**src/rtl/wbus_serial_tx.sv**
```systemverilog
// W-bus write sink: buffers {addr,data} writes in a FIFO and emits each entry as a
// framed serial word (start, addr, data, even parity, stop), paced by BIT_DIV.
module wbus_serial_tx #(
    parameter int unsigned DEPTH   = 4,
    parameter int unsigned BIT_DIV = 4,
    parameter int unsigned ADDR_W  = 16,
    parameter int unsigned DATA_W  = 16
) (
    input  logic                       clk,
    input  logic                       rst,
    input  logic [ADDR_W-1:0]          wa_addr,
    input  logic [DATA_W-1:0]          wa_data_wr,
    input  logic                       wa_wr_s,
    input  logic                       ser_rdy,
    input  logic                       ovf_clr,
    output logic                       ser_out,
    output logic                       ser_busy,
    output logic                       wa_full,
    output logic [$clog2(DEPTH+1)-1:0] level,
    output logic                       ovf
);

    localparam int unsigned PtrW = $clog2(DEPTH);
    localparam int unsigned LvlW = $clog2(DEPTH + 1);
    localparam int unsigned PayW = ADDR_W + DATA_W;
    localparam int unsigned DivW = (BIT_DIV > 1) ? $clog2(BIT_DIV) : 1;
    localparam int unsigned MaxW = (ADDR_W > DATA_W) ? ADDR_W : DATA_W;
    localparam int unsigned BitW = (MaxW > 1) ? $clog2(MaxW) : 1;

    typedef enum logic [2:0] {
        StIdle,
        StStart,
        StAddr,
        StData,
        StParity,
        StStop
    } state_e;

    logic [PayW-1:0] mem [DEPTH];
    logic [PtrW-1:0] wptr_q, rptr_q;
    logic [LvlW-1:0] level_q;
    logic            ovf_q;

    state_e          state_q;
    logic [DivW-1:0] div_q;
    logic [BitW-1:0] bit_q;
    logic [PayW-1:0] shift_q;
    logic            par_q;
    logic            ser_q;

    logic full, push, pop, bit_end;

    assign full    = (level_q == LvlW'(DEPTH));
    assign pop     = (state_q == StIdle) && (level_q != '0) && ser_rdy;
    // A pop on the same edge frees a slot, so a write into a full FIFO still lands.
    assign push    = wa_wr_s && (!full || pop);
    assign bit_end = (div_q == DivW'(BIT_DIV - 1));

    always_ff @(posedge clk) begin
        if (push) begin
            mem[wptr_q] <= {wa_addr, wa_data_wr};
        end
    end

    always_ff @(posedge clk or posedge rst) begin
        if (rst) begin
            wptr_q  <= '0;
            rptr_q  <= '0;
            level_q <= '0;
            ovf_q   <= 1'b0;
        end else begin
            if (push) wptr_q <= wptr_q + 1'b1;
            if (pop)  rptr_q <= rptr_q + 1'b1;
            case ({push, pop})
                2'b10:   level_q <= level_q + 1'b1;
                2'b01:   level_q <= level_q - 1'b1;
                default: level_q <= level_q;
            endcase
            if (wa_wr_s && !push) begin
                ovf_q <= 1'b1;
            end else if (ovf_clr) begin
                ovf_q <= 1'b0;
            end
        end
    end

    always_ff @(posedge clk or posedge rst) begin
        if (rst) begin
            state_q <= StIdle;
            div_q   <= '0;
            bit_q   <= '0;
            shift_q <= '0;
            par_q   <= 1'b0;
            ser_q   <= 1'b1;
        end else begin
            if (state_q == StIdle || bit_end) begin
                div_q <= '0;
            end else begin
                div_q <= div_q + 1'b1;
            end

            // ser_q is loaded with the bit belonging to the state being entered.
            unique case (state_q)
                StIdle: begin
                    ser_q <= 1'b1;
                    if (pop) begin
                        state_q <= StStart;
                        shift_q <= mem[rptr_q];
                        par_q   <= ^mem[rptr_q];
                        ser_q   <= 1'b0;
                    end
                end
                StStart: begin
                    if (bit_end) begin
                        state_q <= StAddr;
                        bit_q   <= '0;
                        ser_q   <= shift_q[PayW-1];
                    end
                end
                StAddr: begin
                    if (bit_end) begin
                        shift_q <= shift_q << 1;
                        ser_q   <= shift_q[PayW-2];
                        if (bit_q == BitW'(ADDR_W - 1)) begin
                            state_q <= StData;
                            bit_q   <= '0;
                        end else begin
                            bit_q <= bit_q + 1'b1;
                        end
                    end
                end
                StData: begin
                    if (bit_end) begin
                        shift_q <= shift_q << 1;
                        if (bit_q == BitW'(DATA_W - 1)) begin
                            state_q <= StParity;
                            bit_q   <= '0;
                            ser_q   <= par_q;
                        end else begin
                            bit_q <= bit_q + 1'b1;
                            ser_q <= shift_q[PayW-2];
                        end
                    end
                end
                StParity: begin
                    if (bit_end) begin
                        state_q <= StStop;
                        ser_q   <= 1'b1;
                    end
                end
                StStop: begin
                    if (bit_end) begin
                        state_q <= StIdle;
                        ser_q   <= 1'b1;
                    end
                end
                default: begin
                    state_q <= StIdle;
                    ser_q   <= 1'b1;
                end
            endcase
        end
    end

    assign ser_out  = ser_q;
    assign ser_busy = (state_q != StIdle);
    assign wa_full  = full;
    assign level    = level_q;
    assign ovf      = ovf_q;

endmodule
```
**config.mk**
```make
export PLATFORM = sky130hd
export DESIGN_NAME = wbus_serial_tx
export DESIGN_NICKNAME = d
export VERILOG_FILES = /design/src/rtl/wbus_serial_tx.sv
export SDC_FILE = /design/constraint.sdc
export NUM_CORES = 1
export LEC_CHECK = 0
export BUFFER_PORTS_ARGS = -buffer_cell sky130_fd_sc_hd__buf_2
export CORE_UTILIZATION = 45
export CTS_CLUSTER_SIZE = 24
export DETAILED_ROUTE_END_ITERATION = 7
export GPL_TIMING_DRIVEN = 0
export HOLD_SLACK_MARGIN = 0.12
export PLACE_DENSITY_LB_ADDON = 0.2
export SLEW_MARGIN = 0
export SYNTH_ARGS = -nofsm -noshare
export SYNTH_HDL_FRONTEND = slang
export SYNTH_SLANG_ARGS = --single-unit
```
**constraint.sdc**
```tcl
create_clock -name clk -period 3 [get_ports clk]
set_clock_uncertainty 0.1 [all_clocks]
set_input_delay 0.3 -clock clk [delete_from_list [all_inputs] [get_ports clk]]
set_output_delay 0.3 -clock clk [all_outputs]
set_load 0.03 [all_outputs]
```
After elaboration in Yosys (flattened, before gate mapping)
Memories as Yosys holds them, arrays and structs flattened.
Cells that the tools add are included.
{ "totals": {"word_cells": 89, "memories": 1, "ram_bits": 128, "output_inout_bits": 7, "reg_bits": 51} }
{ "mem_list": {"columns": ["name", "depth", "width", "read_ports", "rd_ports_with_merged_regs", "write_ports", "line_no", "source"], "rows": [
  ["mem", 4, 32, 1, 0, 1, "39", "logic [PayW-1:0] mem [DEPTH];"]
]} }
{ "op_classes": {"n_eq_ne": 20, "n_addsub": 6, "n_reduce_logical": 23, "mux": 29} }
{ "op_table": {"columns": ["cell", "n"], "rows": [
  ["$mux 32", 2],
  ["$pmux 32 s2", 1],
  ["$reduce_xor 32->1", 1],
  ["$mux 3", 8],
  ["$pmux 3 s6", 1],
  ["$ne 2x2->1 const B", 8],
  ["$mux 4", 3],
  ["$mux 1", 10],
  ["$eq 3x3->1 const B", 3],
  ["$pmux 4 s2", 1],
  ["$reduce_and 8->1", 1],
  ["$reduce_bool 2->1", 4],
  ["$add 2x1->2 const B", 3],
  ["$eq 3x2->1 const B", 2],
  ["$pmux 3 s2", 1],
  ["$reduce_and 3->1", 2],
  ["$reduce_bool 3->1", 2],
  ["$pmux 1 s5", 1],
  ["$add 4x1->4 const B", 1],
  ["$eq 2x2->1 const B", 2],
  ["$eq 4x4->1 const B", 1],
  ["$logic_and 1x1->1", 4],
  ["$ne 2x1->1 const B", 2],
  ["$reduce_and 4->1", 1],
  ["10 further kinds", 13]
]} }

Logic depth before layout (Yosys ltp)
Gate-level depths: netlist of run 1.
{ "depth": {"ltp_word": 8, "depth_mapped": 9, "depth_no_buf": 7} }

Least setup slack after synthesis of run 1
OpenSTA, ideal clock, no wires.
{ "synth_timing": {"kind": "reg-to-reg", "from": "reg state_q[0]", "to": "mem mem[0][0] (netlist name), enable pin", "n_path_buf": 1, "stages_incl_launch_ff": 6, "required_time_ns": 2.508, "t_arrival_ns": 2.215, "slack_ns": 0.293, "period_less_slack_ns": 2.707, "cell_sequence": "dfrtp_1 > clkbuf_1 > nor3_1 > and3_1 > o21a_1 > and2_1"} }
{ "synth_between": {"elab_chain_len": 7} }
{ "synth_rtl": {"columns": ["item", "line_no", "source"], "rows": [
  ["start, declared", "44", "state_e state_q;"],
  ["start signal, assigned", "89", "state_q <= StIdle;"],
  ["start signal, assigned", "107", "state_q <= StStart;"],
  ["start signal, assigned", "115", "state_q <= StAddr;"],
  ["$logic_not 3->1", "54", "assign pop = (state_q == StIdle) && (level_q != '0) && ser_rdy;"],
  ["$logic_and 1x1->1 (2 in series)", "54", null],
  ["$logic_or 1x1->1", "56", "assign push = wa_wr_s && (!full || pop);"],
  ["$logic_and 1x1->1", "56", null],
  ["$mux 1", "60", "if (push) begin"],
  ["$mux 1 (not written as such)", "61", "mem[wptr_q] <= {wa_addr, wa_data_wr};"],
  ["end, declared", "39", null]
]} }
Every way passes these cells.

Final worst setup path of run 1
{ "layout_timing": {"from": "reg state_q[0]", "to": "mem mem[3][4] (netlist name), enable pin"} }
The elaborated chain is that of the path after synthesis.

==> flow_metrics.env, run 1 <==
export IMPL_n_antenna_cell=0
export IMPL_syn_nets=488
export IMPL_async_flop_share_pct=28.5
export IMPL_startpoint_type="register"
export IMPL_path_cells="clkbuf_1 > nor3_2 > and3_1 > o21a_1 > and2_2 > buf_12"
export IMPL_first_iter_violations=244
export IMPL_p_leak_nw=3.13
export IMPL_clockBufferDepth=2
export IMPL_die_area_um2=16900
export IMPL_drc=0
export IMPL_syn_to_final_growth_pct=21.0
export IMPL_drv_slew=0
export IMPL_critPathMaxFanout=21
export IMPL_wl_per_cell_um=17.5
export IMPL_fmax_mhz=372
export IMPL_clk_latency_ns=0.43
export IMPL_die_h_um=130
export IMPL_p_per_area_nw_per_um2=742
export IMPL_dp_cells=708
export IMPL_hold_viol=0
export IMPL_cts_tree="built"
export IMPL_fin_cells=775
export IMPL_nets=590
export IMPL_totalWireLength_mm=13.6
export IMPL_place_congestion=0.765
export IMPL_start_util_pct=46.4
export IMPL_dpl_hpwl_mm=8.95
export IMPL_antenna_found_initial=0
export IMPL_synth_seq_cells=179
export IMPL_ys_types=36
export IMPL_netlist_area_um2=7390
export IMPL_clk_pin_slew_ns=0.07
export IMPL_cp_end_kind="register"
export IMPL_r2r_slack_ns=0.31
export IMPL_viasPerCell=5.15
export IMPL_syn_area_per_cell_um2=16.7
export IMPL_rsz0062_at_grt="false"
export IMPL_grt_max_degree=34
export IMPL_chipWidth_um=130
export IMPL_synth_main_ff_cell="edfxtp_1"
export IMPL_slew_headroom_pct=51.5
export IMPL_crit_slowest_cell="and2_2"
export IMPL_ys_seq_area_share_pct=69.3
export IMPL_max_cap_violations=0
export IMPL_min_path_type="in2reg"
export IMPL_netlist_instances=444
export IMPL_io_pins=44
export IMPL_finalPower_w=0.00664
export IMPL_cts_buffers=17
export IMPL_cts_root_buf="clkbuf_16"
export IMPL_core_area_um2=15900
export IMPL_worstPathArrival_ns=2.72
export IMPL_critPathKind="reg2reg"
export IMPL_post_route_period_util_pct=89.6
export IMPL_synth_edff_count=128
export IMPL_setup_violations=0
export IMPL_ir_worst_vdd_mv=0.423
export IMPL_max_stage_delay_ns=0.46
export IMPL_grt_pass1_vias=4161
export IMPL_overflow=0
export IMPL_status="complete, no violations"
export IMPL_portBuffers=43
export IMPL_period_minus_slack_ns=2.69
export IMPL_drive_gt1_share_pct=20.8
export IMPL_tns_ns=0
export IMPL_required_ns=3.03
export IMPL_rows=46
export IMPL_cts_htree_levels=4
export IMPL_dr_pass1_iters=4
export IMPL_tightest_slew_ns=0.727
export IMPL_cts_sinks=179
export IMPL_yosys_warnings=0
export IMPL_vias=3988
export IMPL_antenna_left=0
export IMPL_grt_pass1_wl_mm=21.9
export IMPL_grt_usage_pct=18.2
==> state kept, by name, summed over array words and instances, names as in the netlist <==
name	cells
state_q	3
mem	128
wptr_q	2
rptr_q	2
ovf	1
shift_q	32
bit_q	4
par_q	1
ser_out	1
level	3
div_q	2
==> worst paths after layout <==
path | from | end | depth (start not counted)
max in group asynchronous | rst | shift_q[15] | 4
min reg2reg | div_q[0] | div_q[0] | 1
min | wa_wr_s | level[0] | 4
min in group asynchronous | rst | bit_q[1] | 3
max | state_q[0] | mem[3][4] | 6
max reg2reg | state_q[0] | mem[3][4] | 6
==> area by class of cell <==
type                    instances  area [um^2]
well taps                     216          270
clock inverters                14          175
plain buffers                  20          126
inverters                      10         37.5
fillers                      1262         7000
repair buffers                 83          666
clock buffers                  18          429
multi-input cells             235         2120
flip-flops and latches        179         5120
==> cells in the mapped netlist, types with 2 or more instances <==
cell type / instances / area share, %
nand4_1: 2 / 0.17
nand2b_1: 2 / 0.17
inv_1: 10 / 0.51
mux2i_1: 33 / 4.5
buf_6: 2 / 0.30
clkbuf_1: 12 / 0.61
o22ai_1: 2 / 0.17
nor3_1: 4 / 0.27
nand2_1: 16 / 0.81
xnor2_1: 32 / 3.8
ha_1: 6 / 1.0
buf_12: 2 / 0.54
nand3_1: 6 / 0.41
xor2_1: 4 / 0.47
o21ai_0: 7 / 0.47
and3_1: 2 / 0.17
and2_1: 5 / 0.42
edfxtp_1: 128 / 52
mux4_1: 9 / 3.2
buf_2: 3 / 0.20
mux4_2: 23 / 7.0
a21oi_1: 38 / 2.6
dfrtp_1: 50 / 17
nor2_1: 34 / 1.7
==> cells by family after synthesis <==
| kind of cell | after synthesis | synth area share, % |
|---|---|---|
| buffers and inverters | 30 | 2.22 |
| XOR/XNOR | 36 | 4.26 |
| AO/OA/AOI/OAI | 53 | 3.81 |
| AND/OR/NAND/NOR | 73 | 4.33 |
| flip-flops | 179 | 69.3 |
| adder cells (fa/ha/maj) | 7 | 1.29 |
| multiplexers | 66 | 14.8 |
==> report_power, final <==
group | switching (W) | internal [W] | total [W]
clock network | 0.000948 | 0.00132 | 0.00227
logic | 0.000692 | 0.000512 | 0.00120
registers | 0.0000873 | 0.00307 | 0.00316
total | 0.00173 | 0.00491 | 0.00664
==> stage by stage <==
step           setup WS, ns  util [%]  instance area (um^2)  hold WS (ns)
2_1_floorplan         0.293         -                  7390         0.299
3_3_place_gp         -0.638      49.4                  7880         0.327
3_5_place_dp          0.176      50.1                  7980         0.226
4_1_cts               0.148      56.1                  8940         0.185
5_1_grt              0.0985      56.1                  8940         0.245
6_report              0.311      56.1                  8940         0.201
==> layout by cell type, fill, tap and decap left out, types with 13 or more instances in the layout <==
cell / n
clkbuf_16: 17
buf_2: 46
edfxtp_1: 128
nand2_1: 16
mux4_2: 23
nor2_1: 34
mux2i_1: 33
a21oi_1: 38
dlygate4sd3_1: 35
clkbuf_1: 13
xnor2_1: 32
dfrtp_1: 50
==> per-layer routing <==
metal	up-vias	global-route usage (%)	wire length, um	part of all wire (%)
met5	-	0	0	0
met4	0	7.05	202	1.5
met3	19	3.94	470	3.5
met2	75	30.7	6920	51
met1	2006	23.0	5960	44
li1	1888	-	-	-
==> worst max-delay path: cells and delay by family (launching register included) <==
family / cells / cell delay [ns]
flops: 1 / 0.36
simple gates: 3 / 1.14
buf+inv: 2 / 0.45
compound gates: 1 / 0.30
==> timing repair <==
action,4_1_cts,5_1_grt
gates resized for setup,0,1
setup endpoints to repair,0,42
setup buffers,0,0
hold endpoints to repair,147,0
hold buffers,35,0
(Power assumes the default switching activity.)
==> run 2, diff against run 1 <==
--- a/config.mk
+++ b/config.mk
@@ -7,5 +7,5 @@
 export LEC_CHECK = 0
 export BUFFER_PORTS_ARGS = -buffer_cell sky130_fd_sc_hd__buf_2
-export CORE_UTILIZATION = 45
+export CORE_UTILIZATION = 30
 export CTS_CLUSTER_SIZE = 24
 export DETAILED_ROUTE_END_ITERATION = 7
==> constraint.sdc (replaced) <==
create_clock -name clk -period 3 [get_ports clk]
set_clock_uncertainty 0.1 [all_clocks]
set_input_delay 0.6 -clock clk [delete_from_list [all_inputs] [get_ports clk]]
set_output_delay 0.6 -clock clk [all_outputs]
set_load 0.03 [all_outputs]
==> run 2 against run 1 <==
Compared with the run above:
- die area rose by 49%
- sequential share of layout area increased by 1.4 points
- first-iteration DRC count is 23% lower
- design area decreased by 2.4%
- critical path depth unchanged
- critical endpoint is now mem[3][12]
- highest routed layer unchanged
==> flow_metrics.env, run 2 (synthesis gave the netlist of run 1 again) <==
export IMPL_r2r_start="state_q[0]"
export IMPL_cts_sinks=179
export IMPL_worstPathArrival_ns=2.74
export IMPL_status="complete, no violations"
export IMPL_holdPathStages=2
export IMPL_cts_tree="built"
export IMPL_die_h_um=159
export IMPL_tightest_slew_ns=0.732
export IMPL_largest_register_ffs=128
export IMPL_grt_usage_pct=12.3
export IMPL_core_area_um2=24200
export IMPL_chipWidth_um=159
export IMPL_totalWireLength_mm=14.6
export IMPL_layout_commonest_cell="edfxtp_1"
export IMPL_max_cap_violations=0
export IMPL_start_util_pct=30.5
export IMPL_grt_pass1_vias=4084
export IMPL_seq_area_um2=5120
export IMPL_syn_to_final_growth_pct=18.0
export IMPL_dpl_cell_area_um2=8130
export IMPL_fmax_mhz=369
export IMPL_dp_cells=816
export IMPL_clockBufferDepth=2
export IMPL_critPathKind="reg2reg"
export IMPL_first_iter_violations=189
export IMPL_max_stage_delay_ns=0.51
export IMPL_n_antenna_cell=0
export IMPL_post_route_period_util_pct=90.4
export IMPL_rsz0062_at_grt="false"
export IMPL_place_congestion=0.766
export IMPL_grt_pass1_wl_mm=23.0
export IMPL_dpl_hpwl_mm=10.1
export IMPL_ir_worst_vdd_mv=0.348
export IMPL_min_path_type="in2reg"
export IMPL_wl_per_cell_um=17.3
export IMPL_dr_pass1_iters=4
export IMPL_setup_violations=0
export IMPL_cts_setup_buffers=0
export IMPL_r2r_slack_ns=0.29
export IMPL_fin_area_um2=8730
export IMPL_crit_slowest_cell="and2_2"
export IMPL_nets=556
export IMPL_period_minus_slack_ns=2.71
export IMPL_final_cell_mix="edfxtp_1, dfrtp_1, buf_2, a21oi_1, nor2_1"
export IMPL_r2r_end="mem[3][12]"
export IMPL_path_cells="clkbuf_1 > nor3_2 > and3_1 > o21a_1 > and2_2 > buf_16"
export IMPL_cp_end_kind="register"
export IMPL_drc=0
export IMPL_top_regs="mem (128), shift_q (32), bit_q (4)"
export IMPL_grt_max_degree=39
export IMPL_io_pins=44
export IMPL_clk_pin_slew_ns=0.07
export IMPL_slew_headroom_pct=51.2
export IMPL_worstSetupEndpoint="mem[3][12]"
export IMPL_top_register="mem"
export IMPL_required_ns=3.03
export IMPL_overflow=0
export IMPL_viasPerCell=4.53
export IMPL_whs_ns=0.267
export IMPL_cts_buffers=17
export IMPL_antenna_left=0
export IMPL_cts_root_buf="clkbuf_16"
export IMPL_antenna_found_initial=0
export IMPL_clk_latency_ns=0.42
export IMPL_crit_path_start="state_q[0]"
export IMPL_hold_viol=0
export IMPL_vias=3847
export IMPL_postLayoutCoreUtil_pct=36.0
export IMPL_fin_cells=849
export IMPL_multi_input_area_um2=2120
export IMPL_cts_htree_levels=4
export IMPL_ff2ff_path_depth=6
export IMPL_portBuffers=43
export IMPL_drive_gt1_share_pct=21.9
export IMPL_startpoint_type="register"
export IMPL_fill_cells=2328
export IMPL_rows=57
export IMPL_drv_slew=0
export IMPL_critPathMaxFanout=19
export IMPL_p_leak_nw=2.98
export IMPL_p_per_area_nw_per_um2=750
export IMPL_die_area_um2=25300
==> run 2: how the worst min path moves through the flow <==
stage,from,endpoint
CTS,ovf_clr,ovf
detailed placement,div_q[0],div_q[0]
global route,ovf_clr,ovf
floorplan,div_q[0],div_q[0]
finish,ovf_clr,ovf
global placement,div_q[0],div_q[0]
==> run 2: timing repair <==
item	4_1_cts	5_1_grt
setup endpoints to repair	0	78
hold buffers	1	0
endpoints found under the hold margin	12	0
resized for setup	0	2
==> run 2: final cells by class <==
class                           count  area share, %
Inverter                           10          0.430
Clock buffer                       18           4.92
Sequential cell                   179           58.7
Clock inverter                     14           1.76
Timing Repair Buffer               49           3.81
Buffer                             20           1.45
Multi-Input combinational cell    235           24.3
Tap cell                          324           4.65
==> run 2: where the power goes <==
group	switching, W	internal [W]	leakage (nW)
Clock	0.000965	0.00124	0.280
Combinational	0.000690	0.000483	0.958
Sequential	0.0000890	0.00307	1.74
==> run 2: per-layer routing <==
metal,share of wire (%),GRT usage (%),vias to the layer above
met5,0,0,-
met4,1.2,4.24,0
met3,3.1,3.05,12
met2,51,20.8,63
met1,45,15.3,1955
li1,-,-,1817
==> run 2: per-stage QoR <==
step           TNS [ns]  power, W  worst slack [ns]
3_3_place_gp     -97.36   0.00432            -0.778
2_1_floorplan         0   0.00398             0.293
3_5_place_dp          0   0.00442            0.0617
4_1_cts               0   0.00664            0.0470
5_1_grt               0   0.00684             0.116
6_report              0   0.00654             0.287
==> run 2: critical path: cells and delay by family (launching register included) <==
family,cells,cell delay (ns)
AO/OA/AOI/OAI,1,0.30
flip-flops,1,0.36
buffers and inverters,2,0.43
AND/OR/NAND/NOR,3,1.20
==> run 3, diff against run 2 <==
==> constraint.sdc (replaced) <==
create_clock -name clk -period 3 [get_ports clk]
set_clock_uncertainty 0.1 [all_clocks]
set_input_delay 0.75 -clock clk [delete_from_list [all_inputs] [get_ports clk]]
set_output_delay 0.75 -clock clk [all_outputs]
set_load 0.03 [all_outputs]
==> run 3 against run 2 <==
Compared with the run above:
- combinational power about the same
- hold slack got worse by 0.091 ns
- via count unchanged
- cell count decreased by 0.12%
- first-iteration DRC count decreased by 6.3%
- total power about the same
==> flow_metrics.env, run 3 (synthesis gave the netlist of run 1 again) <==
export IMPL_status="complete, no violations"
export IMPL_place_ws_ns=0.0617
export IMPL_fin_ws_ns=0.271
export IMPL_clk_pin_slew_ns=0.07
export IMPL_critPathMaxFanout=19
export IMPL_post_cts_resized=0
export IMPL_die_area_um2=25300
export IMPL_r2r_start="state_q[0]"
export IMPL_cts_tree="built"
export IMPL_hold_viol=0
export IMPL_dr_pass1_iters=4
export IMPL_p_int_w=0.00480
export IMPL_ff2ff_path_depth=6
export IMPL_startpoint_type="register"
export IMPL_n_antenna_cell=0
export IMPL_antenna_left=0
export IMPL_cts_setup_buffers=0
export IMPL_post_route_period_util_pct=91.0
export IMPL_cp_end_kind="register"
export IMPL_grt_pass1_vias=4082
export IMPL_syn_to_final_growth_pct=17.9
export IMPL_r2r_end="mem[3][15]"
export IMPL_die_h_um=159
export IMPL_period_minus_slack_ns=2.73
export IMPL_viasPerCell=4.54
export IMPL_rsz0062_at_grt="false"
export IMPL_dpl_hpwl_mm=10.1
export IMPL_grt_max_degree=39
export IMPL_grt_pass1_wl_mm=23.0
export IMPL_drc=0
export IMPL_worstPathArrival_ns=2.76
export IMPL_p_per_area_nw_per_um2=751
export IMPL_p_sw_w=0.00175
export IMPL_multi_input_area_um2=2120
export IMPL_clkPwrFrac_pct=33.8
export IMPL_drv_slew=0
export IMPL_place_congestion=0.766
export IMPL_switching_share_pct=26.7
export IMPL_start_util_pct=30.5
export IMPL_seq_area_um2=5120
export IMPL_totalWireLength_mm=14.7
export IMPL_critPathKind="reg2reg"
export IMPL_grt_usage_pct=12.3
export IMPL_ir_worst_vdd_mv=0.347
export IMPL_drive_gt1_share_pct=21.9
export IMPL_top_register="mem"
export IMPL_pwr_share_seq_pct=48.3
export IMPL_min_path_type="in2async"
export IMPL_setup_violations=0
export IMPL_first_iter_violations=177
export IMPL_portBuffers=43
export IMPL_p_leak_nw=2.97
export IMPL_chipWidth_um=159
export IMPL_final_cell_mix="edfxtp_1, dfrtp_1, buf_2, a21oi_1, nor2_1"
export IMPL_overflow=0
export IMPL_core_area_um2=24200
export IMPL_tns_ns=0
export IMPL_cts_hold_buf=0
export IMPL_r2r_slack_ns=0.27
export IMPL_slew_headroom_pct=51.1
export IMPL_clockBufferDepth=2
export IMPL_fmax_mhz=366
export IMPL_antenna_found_initial=0
export IMPL_cts_sinks=179
export IMPL_layout_commonest_cell="edfxtp_1"
export IMPL_top_regs="mem (128), shift_q (32), bit_q (4)"
export IMPL_vias=3847
export IMPL_tightest_slew_ns=0.734
export IMPL_wl_per_cell_um=17.3
export IMPL_largest_register_ffs=128
export IMPL_clk_latency_ns=0.42
export IMPL_cts_buffers=17
export IMPL_fill_cells=2329
export IMPL_cts_htree_levels=4
export IMPL_max_cap_violations=0
export IMPL_pwr_share_comb_pct=17.9
export IMPL_required_ns=3.03
export IMPL_cts_root_buf="clkbuf_16"
export IMPL_rows=57
export IMPL_io_pins=44
export IMPL_nets=555
==> run 3: area by class of cell <==
cell class | instances | area share, %
sequential | 179 | 58.8
clock buffer | 18 | 4.92
multi-input combinational | 235 | 24.3
tap | 324 | 4.65
timing repair buffer | 48 | 3.70
clock inverter | 14 | 1.77
buffer | 20 | 1.45
inverter | 10 | 0.431
==> run 3: how the worst max path moves through the flow <==
stage                     startpoint  cells after the start          to  slack (ns)
after floorplan           state_q[0]                      5   mem[0][0]        0.29
after global placement    state_q[0]                      5  mem[0][13]       -0.78
after detailed placement  state_q[0]                      6  mem[2][13]        0.06
after CTS                 state_q[0]                      6  mem[2][15]        0.05
after global routing      state_q[0]                      6   mem[0][6]        0.12
final                     state_q[0]                      6  mem[3][15]        0.27
==> run 3: layer usage <==
| layer | part of all wire, % | up-vias | global-route usage (%) |
|---|---|---|---|
| li1 | - | 1810 | - |
| met4 | 1.4 | 0 | 4.24 |
| met3 | 4.0 | 16 | 3.07 |
| met5 | 0 | - | 0 |
| met1 | 44 | 1951 | 15.3 |
| met2 | 51 | 70 | 20.8 |
==> run 3: power by group through the flow <==
stage / combinational (W) / sequential [W] / clock, W
floorplan: 0.000733 / 0.00325 / 0
global placement: 0.00110 / 0.00322 / 0
detailed placement: 0.00120 / 0.00322 / 0
CTS: 0.00120 / 0.00317 / 0.00226
global route: 0.00128 / 0.00319 / 0.00236
finish: 0.00117 / 0.00316 / 0.00221
==> run 3: worst max-delay path, stage by stage, from the launching register on <==
cell and delay, ns:
dfrtp_1 0.36, clkbuf_1 0.20, nor3_2 0.34, and3_1 0.37
o21a_1 0.30, and2_2 0.51, buf_16 0.23
==> run 3: metrics by stage <==
stage	instances	utilization [%]	cell area [um^2]	hold WS, ns	total power [W]
after floorplan	444	-	7390	0.315	0.00398
after global placement	811	33.0	8010	0.331	0.00432
after detailed placement	816	33.5	8130	0.354	0.00442
after CTS	848	35.9	8710	0.174	0.00664
after global routing	848	35.9	8720	0.194	0.00684
final	848	35.9	8720	0.176	0.00654
